[config.mk]
export PLATFORM = sky130hd
export DESIGN_NAME = pixel_move_sched
export DESIGN_NICKNAME = d
export VERILOG_FILES = /design/src/rtl/pixel_move_sched_pkg.sv /design/src/rtl/pixel_move_sched_btn_autorepeat.sv /design/src/rtl/pixel_move_sched.sv
export SDC_FILE = /design/constraint.sdc
export NUM_CORES = 1
export LEC_CHECK = 0
export BUFFER_PORTS_ARGS = -buffer_cell sky130_fd_sc_hd__buf_2
export CAP_MARGIN = 30
export CORE_UTILIZATION = 35
export CTS_CLUSTER_SIZE = 28
export DETAILED_ROUTE_END_ITERATION = 10
export GPL_ROUTABILITY_DRIVEN = 0
export PLACE_DENSITY_LB_ADDON = 0.08
export SETUP_SLACK_MARGIN = 0.1
export SYNTH_ARGS = -nofsm -noshare
export SYNTH_HDL_FRONTEND = slang
export SYNTH_SLANG_ARGS = --single-unit
[constraint.sdc]
create_clock -name clock -period 5 [get_ports clock]
set_clock_uncertainty 0.05 [all_clocks]
set_input_delay 0.75 -clock clock [delete_from_list [all_inputs] [get_ports clock]]
set_output_delay 0.75 -clock clock [all_outputs]
set_load 0.01 [all_outputs]
[src/rtl/pixel_move_sched_pkg.sv]
// Shared types and constants for the cursor-move scheduler and its auto-repeat helper.
// Screen widths default here unless the display params header already defined them.
`ifndef SCREEN_X_BITWIDTH
`define SCREEN_X_BITWIDTH 10
`endif
`ifndef SCREEN_Y_BITWIDTH
`define SCREEN_Y_BITWIDTH 9
`endif

package pixel_move_sched_pkg;

  localparam int XW    = `SCREEN_X_BITWIDTH + 1;
  localparam int YW    = `SCREEN_Y_BITWIDTH + 1;
  localparam int RPT_W = 24;

  localparam logic [1:0] DIR_XP = 2'd0;
  localparam logic [1:0] DIR_XN = 2'd1;
  localparam logic [1:0] DIR_YP = 2'd2;
  localparam logic [1:0] DIR_YN = 2'd3;

  typedef enum logic [1:0] {
    ST_IDLE    = 2'd0,
    ST_ISSUE   = 2'd1,
    ST_CAPTURE = 2'd2
  } state_t;

  typedef struct packed {
    logic xi;
    logic xd;
    logic yi;
    logic yd;
  } step_t;

  function automatic step_t dir_to_step(input logic [1:0] dir);
    step_t s;
    s = '0;
    case (dir)
      DIR_XP:  s.xi = 1'b1;
      DIR_XN:  s.xd = 1'b1;
      DIR_YP:  s.yi = 1'b1;
      default: s.yd = 1'b1;
    endcase
    return s;
  endfunction

endpackage

[src/rtl/pixel_move_sched_btn_autorepeat.sv]
// Per-button request generator: one pulse on press, another after REPEAT_DELAY held
// cycles, then one every REPEAT_PERIOD cycles; the count restarts on release.
module btn_autorepeat
  import pixel_move_sched_pkg::*;
#(
  parameter logic [RPT_W-1:0] REPEAT_DELAY  = 24'd5_000_000,
  parameter logic [RPT_W-1:0] REPEAT_PERIOD = 24'd1_000_000
) (
  input  logic clock,
  input  logic reset,
  input  logic btn_i,
  output logic req_o
);

  logic             btn_q;
  logic [RPT_W-1:0] cnt_q, cnt_d;
  logic             rpt_q, rpt_d;

  always_comb begin
    cnt_d = '0;
    rpt_d = 1'b0;
    req_o = 1'b0;
    if (btn_i && !btn_q) begin
      req_o = 1'b1;
    end else if (btn_i) begin
      cnt_d = cnt_q + 1'b1;
      rpt_d = rpt_q;
      if (cnt_d == (rpt_q ? REPEAT_PERIOD : REPEAT_DELAY)) begin
        req_o = 1'b1;
        cnt_d = '0;
        rpt_d = 1'b1;
      end
    end
  end

  always_ff @(posedge clock or negedge reset) begin
    if (!reset) begin
      btn_q <= 1'b0;
      cnt_q <= '0;
      rpt_q <= 1'b0;
    end else begin
      btn_q <= btn_i;
      cnt_q <= cnt_d;
      rpt_q <= rpt_d;
    end
  end

endmodule

[src/rtl/pixel_move_sched.sv]
// Cursor-position owner arbitrating the shared moving_pixel datapath between the
// button pad and the host step port. Host port built only with MOVE_HOST_PORT_EN.
module pixel_move_sched
  import pixel_move_sched_pkg::*;
#(
  parameter int               X_MAX         = 639,
  parameter int               Y_MAX         = 479,
  parameter logic [RPT_W-1:0] REPEAT_DELAY  = 24'd5_000_000,
  parameter logic [RPT_W-1:0] REPEAT_PERIOD = 24'd1_000_000
) (
  input  logic          clock,
  input  logic          reset,
  input  logic [3:0]    btn_i,
  input  logic          host_valid_i,
  output logic          host_ready_o,
  input  logic [1:0]    host_dir_i,
  input  logic [7:0]    host_steps_i,
  output logic          host_done_o,
  output logic          host_clipped_o,
  output logic          x_inc_o,
  output logic          x_dec_o,
  output logic          y_inc_o,
  output logic          y_dec_o,
  output logic [XW-1:0] x_coord_o,
  output logic [YW-1:0] y_coord_o,
  input  logic [XW-1:0] x_new_i,
  input  logic [YW-1:0] y_new_i,
  output logic          busy_o
);

  localparam logic [XW-1:0] XMAX_C = XW'(X_MAX);
  localparam logic [YW-1:0] YMAX_C = YW'(Y_MAX);

  state_t        state_q, state_d;
  logic [XW-1:0] x_q, x_d;
  logic [YW-1:0] y_q, y_d;
  step_t         stb_q, stb_d;
  logic          tx_host_q, tx_host_d;
  logic          tx_clip_q, tx_clip_d;
  logic          rr_q, rr_d;
  logic [3:0]    pend_q, pend_d;
  logic          active_q, active_d;
  logic [1:0]    dir_q, dir_d;
  logic [7:0]    rem_q, rem_d;
  logic          done_q, done_d;
  logic          clip_q, clip_d;
  logic          alive_q;

  logic [3:0]    req_vec, lvl;
  logic          accept, host_req, btn_req, grant_host, grant_btn;
  step_t         btn_step, host_step;

  function automatic step_t clamp(input step_t s, input logic [XW-1:0] x,
                                  input logic [YW-1:0] y);
    step_t r;
    r    = s;
    r.xi = s.xi & (x < XMAX_C);
    r.xd = s.xd & (x != '0);
    r.yi = s.yi & (y < YMAX_C);
    r.yd = s.yd & (y != '0);
    return r;
  endfunction

  for (genvar gi = 0; gi < 4; gi++) begin : g_btn
    btn_autorepeat #(
      .REPEAT_DELAY (REPEAT_DELAY),
      .REPEAT_PERIOD(REPEAT_PERIOD)
    ) u_rpt (
      .clock(clock),
      .reset(reset),
      .btn_i(btn_i[gi]),
      .req_o(req_vec[gi])
    );
  end

`ifdef MOVE_HOST_PORT_EN
  assign host_ready_o   = alive_q & (state_q == ST_IDLE) & ~active_q;
  assign accept         = host_valid_i & host_ready_o;
  assign host_done_o    = done_q;
  assign host_clipped_o = clip_q;
`else
  logic unused_host;
  assign unused_host    = ^{host_valid_i, done_q, clip_q, alive_q};
  assign host_ready_o   = 1'b0;
  assign accept         = 1'b0;
  assign host_done_o    = 1'b0;
  assign host_clipped_o = 1'b0;
`endif

  // A held opposite button (pending or still down) cancels that axis.
  always_comb begin
    lvl         = pend_q | btn_i;
    btn_step    = '0;
    btn_step.xi = pend_q[0] & ~lvl[1];
    btn_step.xd = pend_q[1] & ~lvl[0];
    btn_step.yi = pend_q[2] & ~lvl[3];
    btn_step.yd = pend_q[3] & ~lvl[2];
    host_step   = clamp(dir_to_step(active_q ? dir_q : host_dir_i), x_q, y_q);
  end

  always_comb begin
    host_req   = active_q | (accept & (host_steps_i != 8'd0));
    btn_req    = |pend_q;
    grant_host = 1'b0;
    grant_btn  = 1'b0;
    if (state_q == ST_IDLE) begin
      if (host_req && btn_req) begin
        grant_host = rr_q;
        grant_btn  = ~rr_q;
      end else begin
        grant_host = host_req;
        grant_btn  = btn_req;
      end
    end
  end

  always_comb begin
    state_d = state_q;
    case (state_q)
      ST_IDLE:    if (grant_host || grant_btn) state_d = ST_ISSUE;
      ST_ISSUE:   state_d = ST_CAPTURE;
      ST_CAPTURE: state_d = ST_IDLE;
      default:    state_d = ST_IDLE;
    endcase
  end

  always_comb begin
    busy_o  = (state_q != ST_IDLE);
    x_inc_o = 1'b0;
    x_dec_o = 1'b0;
    y_inc_o = 1'b0;
    y_dec_o = 1'b0;
    if (state_q == ST_ISSUE) begin
      x_inc_o = stb_q.xi;
      x_dec_o = stb_q.xd;
      y_inc_o = stb_q.yi;
      y_dec_o = stb_q.yd;
    end
  end

  assign x_coord_o = x_q;
  assign y_coord_o = y_q;

  always_comb begin
    stb_d     = stb_q;
    tx_host_d = tx_host_q;
    tx_clip_d = tx_clip_q;
    rr_d      = rr_q;
    pend_d    = pend_q | req_vec;
    active_d  = active_q;
    dir_d     = dir_q;
    rem_d     = rem_q;
    done_d    = 1'b0;
    clip_d    = 1'b0;
    x_d       = x_q;
    y_d       = y_q;
    if (accept) begin
      dir_d    = host_dir_i;
      rem_d    = host_steps_i;
      active_d = (host_steps_i != 8'd0);
      done_d   = (host_steps_i == 8'd0);
    end
    if (grant_host) begin
      stb_d     = host_step;
      tx_host_d = 1'b1;
      tx_clip_d = (host_step == '0);
      rr_d      = 1'b0;
    end else if (grant_btn) begin
      stb_d     = clamp(btn_step, x_q, y_q);
      tx_host_d = 1'b0;
      tx_clip_d = 1'b0;
      rr_d      = 1'b1;
      pend_d    = req_vec;
    end
    // Only axes that actually stepped take the mover result.
    if (state_q == ST_CAPTURE) begin
      if (stb_q.xi || stb_q.xd) x_d = x_new_i;
      if (stb_q.yi || stb_q.yd) y_d = y_new_i;
      if (tx_host_q) begin
        if (tx_clip_q) begin
          done_d   = 1'b1;
          clip_d   = 1'b1;
          active_d = 1'b0;
          rem_d    = 8'd0;
        end else begin
          rem_d = rem_q - 8'd1;
          if (rem_q == 8'd1) begin
            done_d   = 1'b1;
            active_d = 1'b0;
          end
        end
      end
    end
  end

  always_ff @(posedge clock or negedge reset) begin
    if (!reset) begin
      state_q   <= ST_IDLE;
      x_q       <= '0;
      y_q       <= '0;
      stb_q     <= '0;
      tx_host_q <= 1'b0;
      tx_clip_q <= 1'b0;
      rr_q      <= 1'b0;
      pend_q    <= '0;
      active_q  <= 1'b0;
      dir_q     <= '0;
      rem_q     <= '0;
      done_q    <= 1'b0;
      clip_q    <= 1'b0;
      alive_q   <= 1'b0;
    end else begin
      state_q   <= state_d;
      x_q       <= x_d;
      y_q       <= y_d;
      stb_q     <= stb_d;
      tx_host_q <= tx_host_d;
      tx_clip_q <= tx_clip_d;
      rr_q      <= rr_d;
      pend_q    <= pend_d;
      active_q  <= active_d;
      dir_q     <= dir_d;
      rem_q     <= rem_d;
      done_q    <= done_d;
      clip_q    <= clip_d;
      alive_q   <= 1'b1;
    end
  end

endmodule

==> results of run 1 <==
-- state kept, by name, indices dropped and copies added (netlist names) --
name	cells
g_btn.u_rpt.cnt_q	96
x_coord_o	11
y_coord_o	10
g_btn.u_rpt.btn_q	4
g_btn.u_rpt.rpt_q	4
pend_q	4
stb_q	4
state_q	2
-- cell usage after synthesis (all sizes together), types with 4 or more instances --
| cell type | number | area share (%) |
|---|---|---|
| nand4 | 33 | 3.0 |
| nor4 | 30 | 3.0 |
| xnor2 | 46 | 5.5 |
| or4 | 6 | 0.62 |
| mux2 | 22 | 3.4 |
| nor3b | 16 | 1.6 |
| and4 | 11 | 1.3 |
| or3 | 8 | 0.69 |
| nand2 | 44 | 2.3 |
| nand3 | 53 | 3.7 |
| buf | 15 | 1.4 |
| a211oi | 4 | 0.48 |
| nor2b | 7 | 0.60 |
| nor4b | 5 | 0.60 |
| o21ba | 5 | 0.69 |
| dfrtp | 135 | 46 |
| nor2 | 75 | 3.9 |
| xor2 | 36 | 4.3 |
| inv | 18 | 0.93 |
| ha | 4 | 0.69 |
| and3 | 13 | 1.1 |
| a21oi | 13 | 0.94 |
| clkbuf | 18 | 0.94 |
| o21ai | 11 | 0.76 |
| nor3 | 63 | 4.3 |
| and2 | 10 | 0.89 |
| o2111ai | 7 | 0.84 |
-- cells by family (layout without fill, tap and decap cells) --
| group | after synthesis | count (layout) |
|---|---|---|
| mux | 24 | 24 |
| buf+inv | 51 | 104 |
| xor+xnor | 82 | 82 |
| flops | 135 | 135 |
| other cells | 1 | 3 |
| compound gates | 71 | 71 |
| simple gates | 382 | 382 |
| fa+ha+maj | 4 | 4 |
-- worst reg2reg max path, delay by kind of cell (launching register included) --
kind	cells	cell delay, ns
AOI/OAI and AO/OA	4	1.36
adders and majority gates	1	0.30
DFF	1	0.43
and+or+nand+nor	3	1.21
-- per-stage QoR --
| step | utilization (%) | setup slack [ns] | hold slack, ns |
|---|---|---|---|
| 2_1_floorplan | - | 2.34 | 0.404 |
| 3_3_place_gp | 38.1 | 1.60 | 0.428 |
| 3_5_place_dp | 38.1 | 1.62 | 0.437 |
| 4_1_cts | 40.9 | 1.57 | 0.407 |
| 5_1_grt | 41.0 | 1.35 | 0.435 |
| 6_report | 41.0 | 1.55 | 0.379 |
-- metal layers --
metal,vias up,global-route usage [%],part of all wire [%],wire length [um]
li1,2815,-,-,-
met1,2870,23.6,49,8530
met2,119,25.8,45,7720
met3,24,4.16,4.1,705
met4,0,5.89,1.8,305
met5,-,0,0,0
-- power by group --
| group | total, mW | internal (mW) | switching, mW |
|---|---|---|---|
| Sequential | 1.34 | 1.22 | 0.122 |
| Clock | 1.20 | 0.731 | 0.465 |
| Combinational | 0.433 | 0.207 | 0.226 |
-- worst max path at each step --
stage                                       from                                 end  slack [ns]  cells after the start
2_1_floorplan  g_btn[1].u_rpt.cnt_q[0]$_DFF_PN0_  g_btn[1].u_rpt.cnt_q[11]$_DFF_PN0_        2.34                      9
3_3_place_gp   g_btn[1].u_rpt.cnt_q[0]$_DFF_PN0_  g_btn[1].u_rpt.cnt_q[17]$_DFF_PN0_        1.60                      8
3_5_place_dp   g_btn[1].u_rpt.cnt_q[0]$_DFF_PN0_  g_btn[1].u_rpt.cnt_q[17]$_DFF_PN0_        1.62                      8
4_1_cts        g_btn[1].u_rpt.cnt_q[0]$_DFF_PN0_  g_btn[1].u_rpt.cnt_q[17]$_DFF_PN0_        1.57                      8
5_1_grt        g_btn[1].u_rpt.cnt_q[0]$_DFF_PN0_  g_btn[1].u_rpt.cnt_q[17]$_DFF_PN0_        1.35                      8
6_report       g_btn[1].u_rpt.cnt_q[0]$_DFF_PN0_  g_btn[1].u_rpt.cnt_q[17]$_DFF_PN0_        1.55                      8
-- final cells by class --
cell class,count,area (sq um)
Sequential cell,135,3380
Clock buffer,23,488
Timing Repair Buffer,54,289
Clock inverter,9,73.8
Multi-Input combinational cell,566,3680
Inverter,18,67.6
Tap cell,270,338
Fill cell,2075,12000
==> impl_metrics.csv, run 1 <==
group,metric,value,unit
die,start_util,35.9,%
yosys,synth_mux_area_share,3.67,%
cts,postCtsHoldBufs,0,
sta,max-slew-margin-rel,33.7,%
sta,max_freq,0.290,GHz
sta,worstMarginPinSlew,0.991,ns
critical_path,criticalPathCategory,"reg -> reg",
global_route,grt_max_degree,97,
yosys,synth_seq_area_share,46.3,%
power_and_ir_drop,power,2.97,mW
cts,cts_buffers,17,
routing,first_pass_iters,5,
die,die_h,146,um
cts,cts_buffer_depth,2,
yosys,synth_area_per_cell,9.72,sq um
yosys,ys_seq_elements,135,
cts,htreeDepth,4,
global_route,grt_pass1_wl,29100,um
critical_path,cp.required,5.26,ns
place,dpl_cell_area,7740,sq um
die,die_area,21400,sq um
power_and_ir_drop,power_density,357,nW/um^2
critical_path,rr_worst_depth,8,
cts,cts_sinks,135,
power_and_ir_drop,cellLeakagePower,3.27,nW
place,dp.cells,1042,
cells_and_area,final_common_cell,"dfrtp_1",
cts,post-cts-setup-buffer-count,0,
routing,finalWirelength,17300,um
status,status,"finished, final reports clean",
routing,ant_nets,0,
die,coreArea,20300,sq um
power_and_ir_drop,ir_drop,0.253,mV
sta,report.final.setup_viol,0,
place,dp_hpwl,11900,um
yosys,syn_inst,750,
yosys,synthSimpleGateAreaFrac,28.6,%
cts,path_clk_slew,0.06,ns
yosys,synth_xor_area_share,9.85,%
critical_path,crit_path_max_fanout,12,
cells_and_area,syn_to_final_growth,14.0,%
critical_path,max_stage_delay,0.62,ns
hold_path,hold_path.class,"in -> async",
global_route,grt_antenna_before_repair,0,
critical_path,crit_path_end_kind,"flop",
critical_path,cp_cell_sequence,"ha_1 > and4_1 > nand4_2 > or4_1 > a211oi_1 > o2bb2a_1 > o21bai_2 > o21ba_2",
sta,fin_setup_tns,0,ns
sta,slew_violations,0,
routing,viasPerCell,5.42,
cts,clk_latency,0.42,ns
sta,hold_violations,0,
die,std_cell_rows,52,
cells_and_area,stdcell_area,8310,sq um
routing,drcViolationCount,0,
cts,cts_tree,"yes",
yosys,synth_fa_ha_area_share,0.686,%
sta,rsz0062_at_grt,"false",
critical_path,cp-start-kind,"flop",
critical_path,crit_slowest_cell,"or4_1",
critical_path,crit_family,"compound AO/OA/AOI/OAI gates",
yosys,yosysWarnings,0,
die,fp.dieW,146,um
job,max_cap_viol_count,0,
yosys,yosysUniqueCellTypes,68,
critical_path,regToRegSetupSlack,1.55,ns
global_route,overflow,0,
global_route,grt.total_usage,17.0,%
yosys,synth_edf_count,0,
critical_path,cp.arrival,3.71,ns
yosys,async_flop_share,100,%
place,portBuffers,52,
cells_and_area,final_nets,834,
sta,finalCritPeriodShare,69.0,%
cells_and_area,instances_no_fill,1075,
die,num_io_pins,67,
global_route,grt_pass1_vias,5718,
yosys,syn-cell-area,7290,sq um
routing,wl_per_cell,16.1,um
yosys,synth-compound-area-share,7.47,%
cells_and_area,final_layout_size_suffix_gt1_share,15.8,%
cts,cts_resized,0,
critical_path,timing.rr.end,"g_btn[1].u_rpt.cnt_q[17]$_DFF_PN0_",
sta,period_minus_slack,3.45,ns
cells_and_area,final_cell_mix,"dfrtp_1, nor2_1, nor3_1",
cts,cts-root-buf,"clkbuf_16",
yosys,synth_top_family_by_area,"simple AND/OR/NAND/NOR gates",
cells_and_area,n_antenna_cell,0,
critical_path,path_buf_inv,0,
yosys,synth_top_flop_cell,"dfrtp_1",
routing,drt-initial-drc-count,345,
critical_path,regToRegStartpoint,"g_btn[1].u_rpt.cnt_q[0]$_DFF_PN0_",
routing,dr_total_vias,5828,
(Power assumes the default switching activity.)
==> run 2, diff against run 1 <==
--- a/config.mk
+++ b/config.mk
@@ -5,6 +5,7 @@
 export SDC_FILE = /design/constraint.sdc
 export NUM_CORES = 1
 export LEC_CHECK = 0
+export ABC_AREA = 1
 export BUFFER_PORTS_ARGS = -buffer_cell sky130_fd_sc_hd__buf_2
 export CAP_MARGIN = 30
 export CORE_UTILIZATION = 35
==> constraint.sdc (replaced) <==
create_clock -name clock -period 3 [get_ports clock]
set_clock_uncertainty 0.05 [all_clocks]
set_input_delay 0.45 -clock clock [delete_from_list [all_inputs] [get_ports clock]]
set_output_delay 0.45 -clock clock [all_outputs]
set_load 0.01 [all_outputs]
==> run 2 against run 1 <==
The run now ends with hold timing left. Global-route usage grew 0.89 points. Critical path type unchanged. Total power grew 76%. First-iteration DRC count grew 2.3%. Final cell count grew 39%. Wire length grew 12%. Design area grew 10%. Sequential share of layout area shrank 3.7 points. Critical path depth grew 3. Largest power group unchanged. Die area grew 9.0%. Synthesized cell count grew 51%. Register-to-register slack lost 1.0 ns. Via count grew 16%.
==> impl_metrics.csv, run 2 <==
group,metric,value,unit
global_route,grt_max_degree,69,
die,start_util,36.1,%
cts,cts_sinks,135,
cts,cts_buffer_depth,2,
sta,fin_setup_tns,0,ns
cts,postCtsHoldBufs,0,
routing,drt-initial-drc-count,353,
sta,finalCritPeriodShare,83.2,%
routing,finalWirelength,19300,um
sta,slew_violations,0,
cts,cts_buffers,17,
yosys,syn-cell-area,7950,sq um
yosys,synthTopCellsByCount,"nand2_1, nor2_1, inv_1",
cells_and_area,multi_input_area,3780,sq um
cells_and_area,syn_to_final_growth,15.1,%
cts,cts_resized,0,
die,std_cell_rows,54,
critical_path,cp.required,3.24,ns
sta,period_minus_slack,2.50,ns
cells_and_area,nFillCells,2300,
sta,max-slew-margin-rel,54.1,%
power_and_ir_drop,cellLeakagePower,4.04,nW
yosys,synth_top_area_share,42.5,%
yosys,ys_seq_elements,135,
sta,hold_violations,18,
cells_and_area,final_nets,1240,
sta,rsz0062_at_grt,"false",
cts,htreeDepth,4,
die,coreArea,22000,sq um
sta,report.final.setup_viol,0,
yosys,synth_edf_count,0,
critical_path,cp.arrival,2.74,ns
place,portBuffers,52,
power_and_ir_drop,power_density,571,nW/um^2
critical_path,regToRegStartpoint,"g_btn[3].u_rpt.cnt_q[0]$_DFF_PN0_",
yosys,syn_inst,1132,
yosys,synth.area.top_cells,"dfrtp_1, nand2_1, nor2_1, inv_1, nand3_1",
cells_and_area,n_antenna_cell,0,
sta,max_freq,0.401,GHz
cts,path_clk_slew,0.06,ns
place,dp_hpwl,14600,um
routing,m1WireLength,9570,um
cells_and_area,final_common_cell,"nand2_1",
critical_path,timing.rr.end,"g_btn[3].u_rpt.cnt_q[8]$_DFF_PN0_",
cts,clk_latency,0.44,ns
routing,top_layer,"met4",
die,fp.dieW,153,um
global_route,grt.total_usage,17.9,%
routing,dr_wl_met2,9110,um
sta,worstMarginPinSlew,0.688,ns
yosys,synth_top_flop_cell,"dfrtp_1",
cells_and_area,largest_reg_flops,96,
routing,viasPerCell,4.54,
global_route,grt_pass1_wl,33000,um
routing,dr_wl_met3,400,um
die,num_io_pins,67,
yosys,synth_seq_area_share,42.5,%
cells_and_area,final_cell_mix,"nand2_1, nor2_1, inv_1",
cells_and_area,regArea,3380,sq um
critical_path,criticalPathCategory,"reg -> reg",
routing,wl_per_cell,13.0,um
cts,cts-root-buf,"clkbuf_16",
place,dp.cells,1459,
yosys,post-synth-top-count-cell,"nand2_1",
critical_path,crit_path_max_fanout,22,
routing,ant_nets,0,
routing,first_pass_iters,4,
status,violations,"hold timing",
die,die_h,153,um
yosys,async_flop_share,100,%
cells_and_area,top_register,"g_btn.u_rpt.cnt_q",
routing,dr_total_vias,6775,
cts,post-cts-setup-buffer-count,0,
hold_path,hold_path.class,"in -> async",
global_route,grt_antenna_before_repair,0,
job,max_cap_viol_count,0,
yosys,yosysUniqueCellTypes,31,
yosys,yosysWarnings,0,
yosys,synth_area_per_cell,7.03,sq um
critical_path,crit_path_end_kind,"flop",
power_and_ir_drop,ir_drop,0.342,mV
status,status,"complete, but fails checks",
cts,cts_tree,"yes",
cells_and_area,instances_no_fill,1491,
global_route,grt_pass1_vias,6585,
critical_path,rr_worst_depth,11,
critical_path,cp-start-kind,"flop",
routing,drcViolationCount,0,
die,die_area,23300,sq um
global_route,overflow,0,
yosys,yosys.area.top_type,"dfrtp_1",
cells_and_area,final_layout_size_suffix_gt1_share,13.0,%
critical_path,regToRegSetupSlack,0.50,ns
sta,holdWs,-0.0404,ns
-- run 2: cell type report --
cell class	instances	area share, %
clock buffers	17	4.65
well taps	280	3.83
multi-input cells	803	41.3
inverters	182	7.46
flip-flops and latches	135	36.9
clock inverters	15	2.10
repair buffers	59	3.76
-- run 2: kinds of logic (layout without fill, tap and decap cells) --
kind of cell / after synthesis / after routing / synth area share (%)
AOI/OAI and AO/OA: 61 / 61 / 4.36
xor gates and xnor gates: 27 / 27 / 2.97
adders and majority gates: 4 / 4 / 0.629
buffers and inverters: 196 / 273 / 10.1
DFF: 135 / 135 / 42.5
muxes: 13 / 13 / 1.84
other: 1 / 3 / 0.0471
and+or+nand+nor: 695 / 695 / 37.6
-- run 2: worst max path at each step --
| stage | start | slack (ns) | end |
|---|---|---|---|
| 2_1_floorplan | g_btn[3].u_rpt.cnt_q[0]$_DFF_PN0_ | 1.04 | g_btn[3].u_rpt.cnt_q[10]$_DFF_PN0_ |
| 3_3_place_gp | g_btn[2].u_rpt.cnt_q[0]$_DFF_PN0_ | 0.47 | g_btn[2].u_rpt.cnt_q[21]$_DFF_PN0_ |
| 3_5_place_dp | g_btn[0].u_rpt.cnt_q[0]$_DFF_PN0_ | 0.46 | g_btn[0].u_rpt.cnt_q[5]$_DFF_PN0_ |
| 4_1_cts | g_btn[0].u_rpt.cnt_q[0]$_DFF_PN0_ | 0.46 | g_btn[0].u_rpt.cnt_q[5]$_DFF_PN0_ |
| 5_1_grt | g_btn[2].u_rpt.cnt_q[0]$_DFF_PN0_ | 0.16 | g_btn[2].u_rpt.cnt_q[10]$_DFF_PN0_ |
| 6_report | g_btn[3].u_rpt.cnt_q[0]$_DFF_PN0_ | 0.50 | g_btn[3].u_rpt.cnt_q[8]$_DFF_PN0_ |
-- run 2: layer usage --
metal | track usage (%) | vias to the layer above
met1 | 23.5 | 3085
met4 | 5.58 | 0
li1 | - | 3614
met5 | 0 | -
met3 | 3.47 | 16
met2 | 29.7 | 60
-- run 2: report_power, final --
part | switching (mW) | leakage [nW] | internal (mW) | total [mW]
registers | 0.206 | 1.81 | 2.02 | 2.23
clock network | 0.897 | 0.301 | 1.33 | 2.23
logic | 0.463 | 1.93 | 0.310 | 0.773
total | 1.57 | 4.04 | 3.66 | 5.23
-- run 2: worst max-delay path, stage by stage, from the launching register on --
cell     delay (ns)
dfrtp_1        0.39
ha_1           0.23
nand2_2        0.09
nor2_4         0.18
nand3_1        0.19
nor2_1         0.16
xor2_1         0.20
nand2_1        0.08
nor2_1         0.16
nand3_2        0.15
nand2_2        0.39
nor2_1         0.08
-- run 2: metrics by stage --
stage               utilization, %  instance area, sq um  setup slack (ns)  power [mW]
floorplan                        -                  7960              1.04        2.65
global placement              38.8                  8540             0.472        3.05
detailed placement            38.8                  8540             0.464        3.05
CTS                           41.6                  9160             0.462        5.31
global route                  41.6                  9160             0.158        5.50
finish                        41.6                  9160             0.504        5.23
==> run 3, diff against run 2 <==
==> constraint.sdc (replaced) <==
create_clock -name clock -period 2.26 [get_ports clock]
set_clock_uncertainty 0.05 [all_clocks]
set_input_delay 0.339 -clock clock [delete_from_list [all_inputs] [get_ports clock]]
set_output_delay 0.339 -clock clock [all_outputs]
set_load 0.01 [all_outputs]
==> run 3 against run 2 <==
The flow finishes with violations (setup timing). Fmax up 9.7%. Total power up 34%. First-iteration DRC count down 35%. Clock power up 33%. Sequential power up 32%. Clock-buffer cell count unchanged. Worst setup slack worse by 0.52 ns. Utilization up 4.5 points. Design area up 11%. Critical endpoint is now g_btn[2].u_rpt.cnt_q[1]$_DFF_PN0_.
==> impl_metrics.csv, run 3 (same netlist as run 2, synthesis figures left out) <==
group,metric,value,unit
status,status,"complete, but fails checks",
status,violations,"setup timing",
cells_and_area,n_antenna_cell,0,
sta,holdWs,0.0280,ns
cts,cts_buffer_depth,2,
critical_path,crit_slowest_cell,"dfrtp_1",
sta,max_freq,0.440,GHz
critical_path,regToRegSetupSlack,-0.01,ns
cells_and_area,final_cell_mix,"nand2_1, inv_1, nor2_1",
place,portBuffers,52,
critical_path,cp.arrival,2.55,ns
critical_path,cp-startpoint,"g_btn[2].u_rpt.cnt_q[1]$_DFF_PN0_",
cells_and_area,final_nets,1291,
critical_path,crit_path_max_fanout,6,
cts,cts_sinks,135,
sta,rsz0062_at_grt,"true",
cells_and_area,nFillCells,2295,
hold_path,hold_path.class,"in -> reg",
die,std_cell_rows,54,
routing,viasPerCell,4.63,
global_route,grt_antenna_before_repair,0,
routing,first_pass_iters,4,
power_and_ir_drop,ir_drop,0.501,mV
routing,dr_total_vias,7134,
critical_path,criticalPathCategory,"reg -> reg",
global_route,grt_pass1_wl,33800,um
cells_and_area,fin_util,46.1,%
power_and_ir_drop,power_density,692,nW/um^2
place,dpl_cell_area,8850,sq um
critical_path,crit_family,"simple AND/OR/NAND/NOR gates",
cts,htreeDepth,4,
critical_path,timing.rr.end,"g_btn[2].u_rpt.cnt_q[1]$_DFF_PN0_",
critical_path,max_stage_delay,0.35,ns
global_route,grt_pass1_vias,6899,
critical_path,cp_common_cell,"nand2_2",
sta,finalCritPeriodShare,101,%
critical_path,path_buf_inv,3,
critical_path,crit_path_end,"g_btn[2].u_rpt.cnt_q[1]$_DFF_PN0_",
global_route,grt.total_usage,18.3,%
routing,wl_per_cell,13.3,um
cts,path_clk_slew,0.07,ns
cts,clk_latency,0.43,ns
routing,finalWirelength,20600,um
critical_path,cp.required,2.53,ns
routing,ant_nets,0,
power_and_ir_drop,power,7.03,mW
critical_path,cp-start-kind,"flop",
place,dp.cells,1494,
critical_path,rr_worst_depth,16,
sta,hold_violations,0,
critical_path,crit_path_end_kind,"flop",
die,fp.dieW,153,um
place,dp_hpwl,15100,um
sta,setup_slack,-0.0149,ns
cells_and_area,final_common_cell,"nand2_1",
sta,report.final.setup_viol,5,
die,die_h,153,um
cells_and_area,stdcell_area,10200,sq um
cts,cts_buffers,17,
routing,drcViolationCount,0,
critical_path,cp_cell_sequence,"ha_2 > nand2_2 > nor2_4 > buf_6 > nand3_4 > nand2_2 > nand2_2 > inv_2 > nand2_1 > nor2_1 > nand2_1 > nor2_2 > nand3_2 > nand2_4 > clkbuf_16 > nor2_1",
cells_and_area,final_layout_size_suffix_gt1_share,24.3,%
place,dp_slack,0.0477,ns
cells_and_area,largest_reg_flops,96,
job,max_cap_viol_count,0,
sta,period_minus_slack,2.27,ns
cells_and_area,top_register,"g_btn.u_rpt.cnt_q",
global_route,overflow,0,
sta,fin_setup_tns,-0.0248,ns
cts,cts-root-buf,"clkbuf_16",
critical_path,cp_num_cells,16,
power_and_ir_drop,cellLeakagePower,4.42,nW
die,start_util,36.1,%
critical_path,regToRegStartpoint,"g_btn[2].u_rpt.cnt_q[1]$_DFF_PN0_",
sta,slew_violations,0,
cells_and_area,instances_no_fill,1542,
die,die_area,23300,sq um
routing,drt-initial-drc-count,230,
die,num_io_pins,67,
global_route,grt_max_degree,54,
die,coreArea,22000,sq um
cts,cts_tree,"yes",
cells_and_area,syn_to_final_growth,27.7,%
-- run 3: cell count changes in the layout (fill, tap and decap cells not counted), sizes merged --
cell / before / now
buf: 59 / 106
clkinvlp: 1 / 2
clkinv: 7 / 5
inv: 186 / 187
dlygate4sd3: 0 / 1
clkbuf: 17 / 20
-- run 3: layer usage --
metal	wire, um	track usage, %
met1	9880	24.0
met2	9790	30.3
met3	515	3.38
met4	383	5.77
met5	0	0
-- run 3: worst min path at each step --
stage	start	to	depth (start not counted)
after global routing	btn_i[0]	g_btn[0].u_rpt.btn_q$_DFF_PN0_	1
after floorplan	reset	g_btn[0].u_rpt.btn_q$_DFF_PN0_	0
final	btn_i[0]	g_btn[0].u_rpt.btn_q$_DFF_PN0_	1
after global placement	reset	g_btn[1].u_rpt.cnt_q[6]$_DFF_PN0_	1
after CTS	btn_i[0]	g_btn[0].u_rpt.btn_q$_DFF_PN0_	1
after detailed placement	reset	g_btn[1].u_rpt.cnt_q[6]$_DFF_PN0_	1
-- run 3: where the power goes --
group / internal [mW] / leakage (nW) / switching [mW]
Clock: 1.76 / 0.298 / 1.20
Combinational: 0.460 / 2.31 / 0.647
Sequential: 2.69 / 1.81 / 0.268
-- run 3: worst register-to-register path, stage by stage, from the launching register on --
cell and delay [ns]:
dfrtp_1 0.35, ha_2 0.19, nand2_2 0.07, nor2_4 0.18
buf_6 0.14, nand3_4 0.09, nand2_2 0.09, nand2_2 0.05
inv_2 0.05, nand2_1 0.05, nor2_1 0.09, nand2_1 0.09
nor2_2 0.16, nand3_2 0.13, nand2_4 0.15, clkbuf_16 0.19
nor2_1 0.04
-- run 3: area by class of cell --
class	count	area [sq um]	area share [%]
Clock inverter	15	191	1.88
Clock buffer	17	425	4.19
Inverter	182	683	6.73
Timing Repair Buffer	110	878	8.65
Multi-Input combinational cell	803	4250	41.8
Sequential cell	135	3380	33.3
Tap cell	280	350	3.45
-- run 3: what timing repair did --
action                                 CTS  global route
gates cloned                             0             4
gates resized for setup                 18           133
hold buffers                             1             0
buffers inserted                         2             9
setup endpoints to repair               63            93
pin swaps                                4            35
endpoints found under the hold margin   39             0
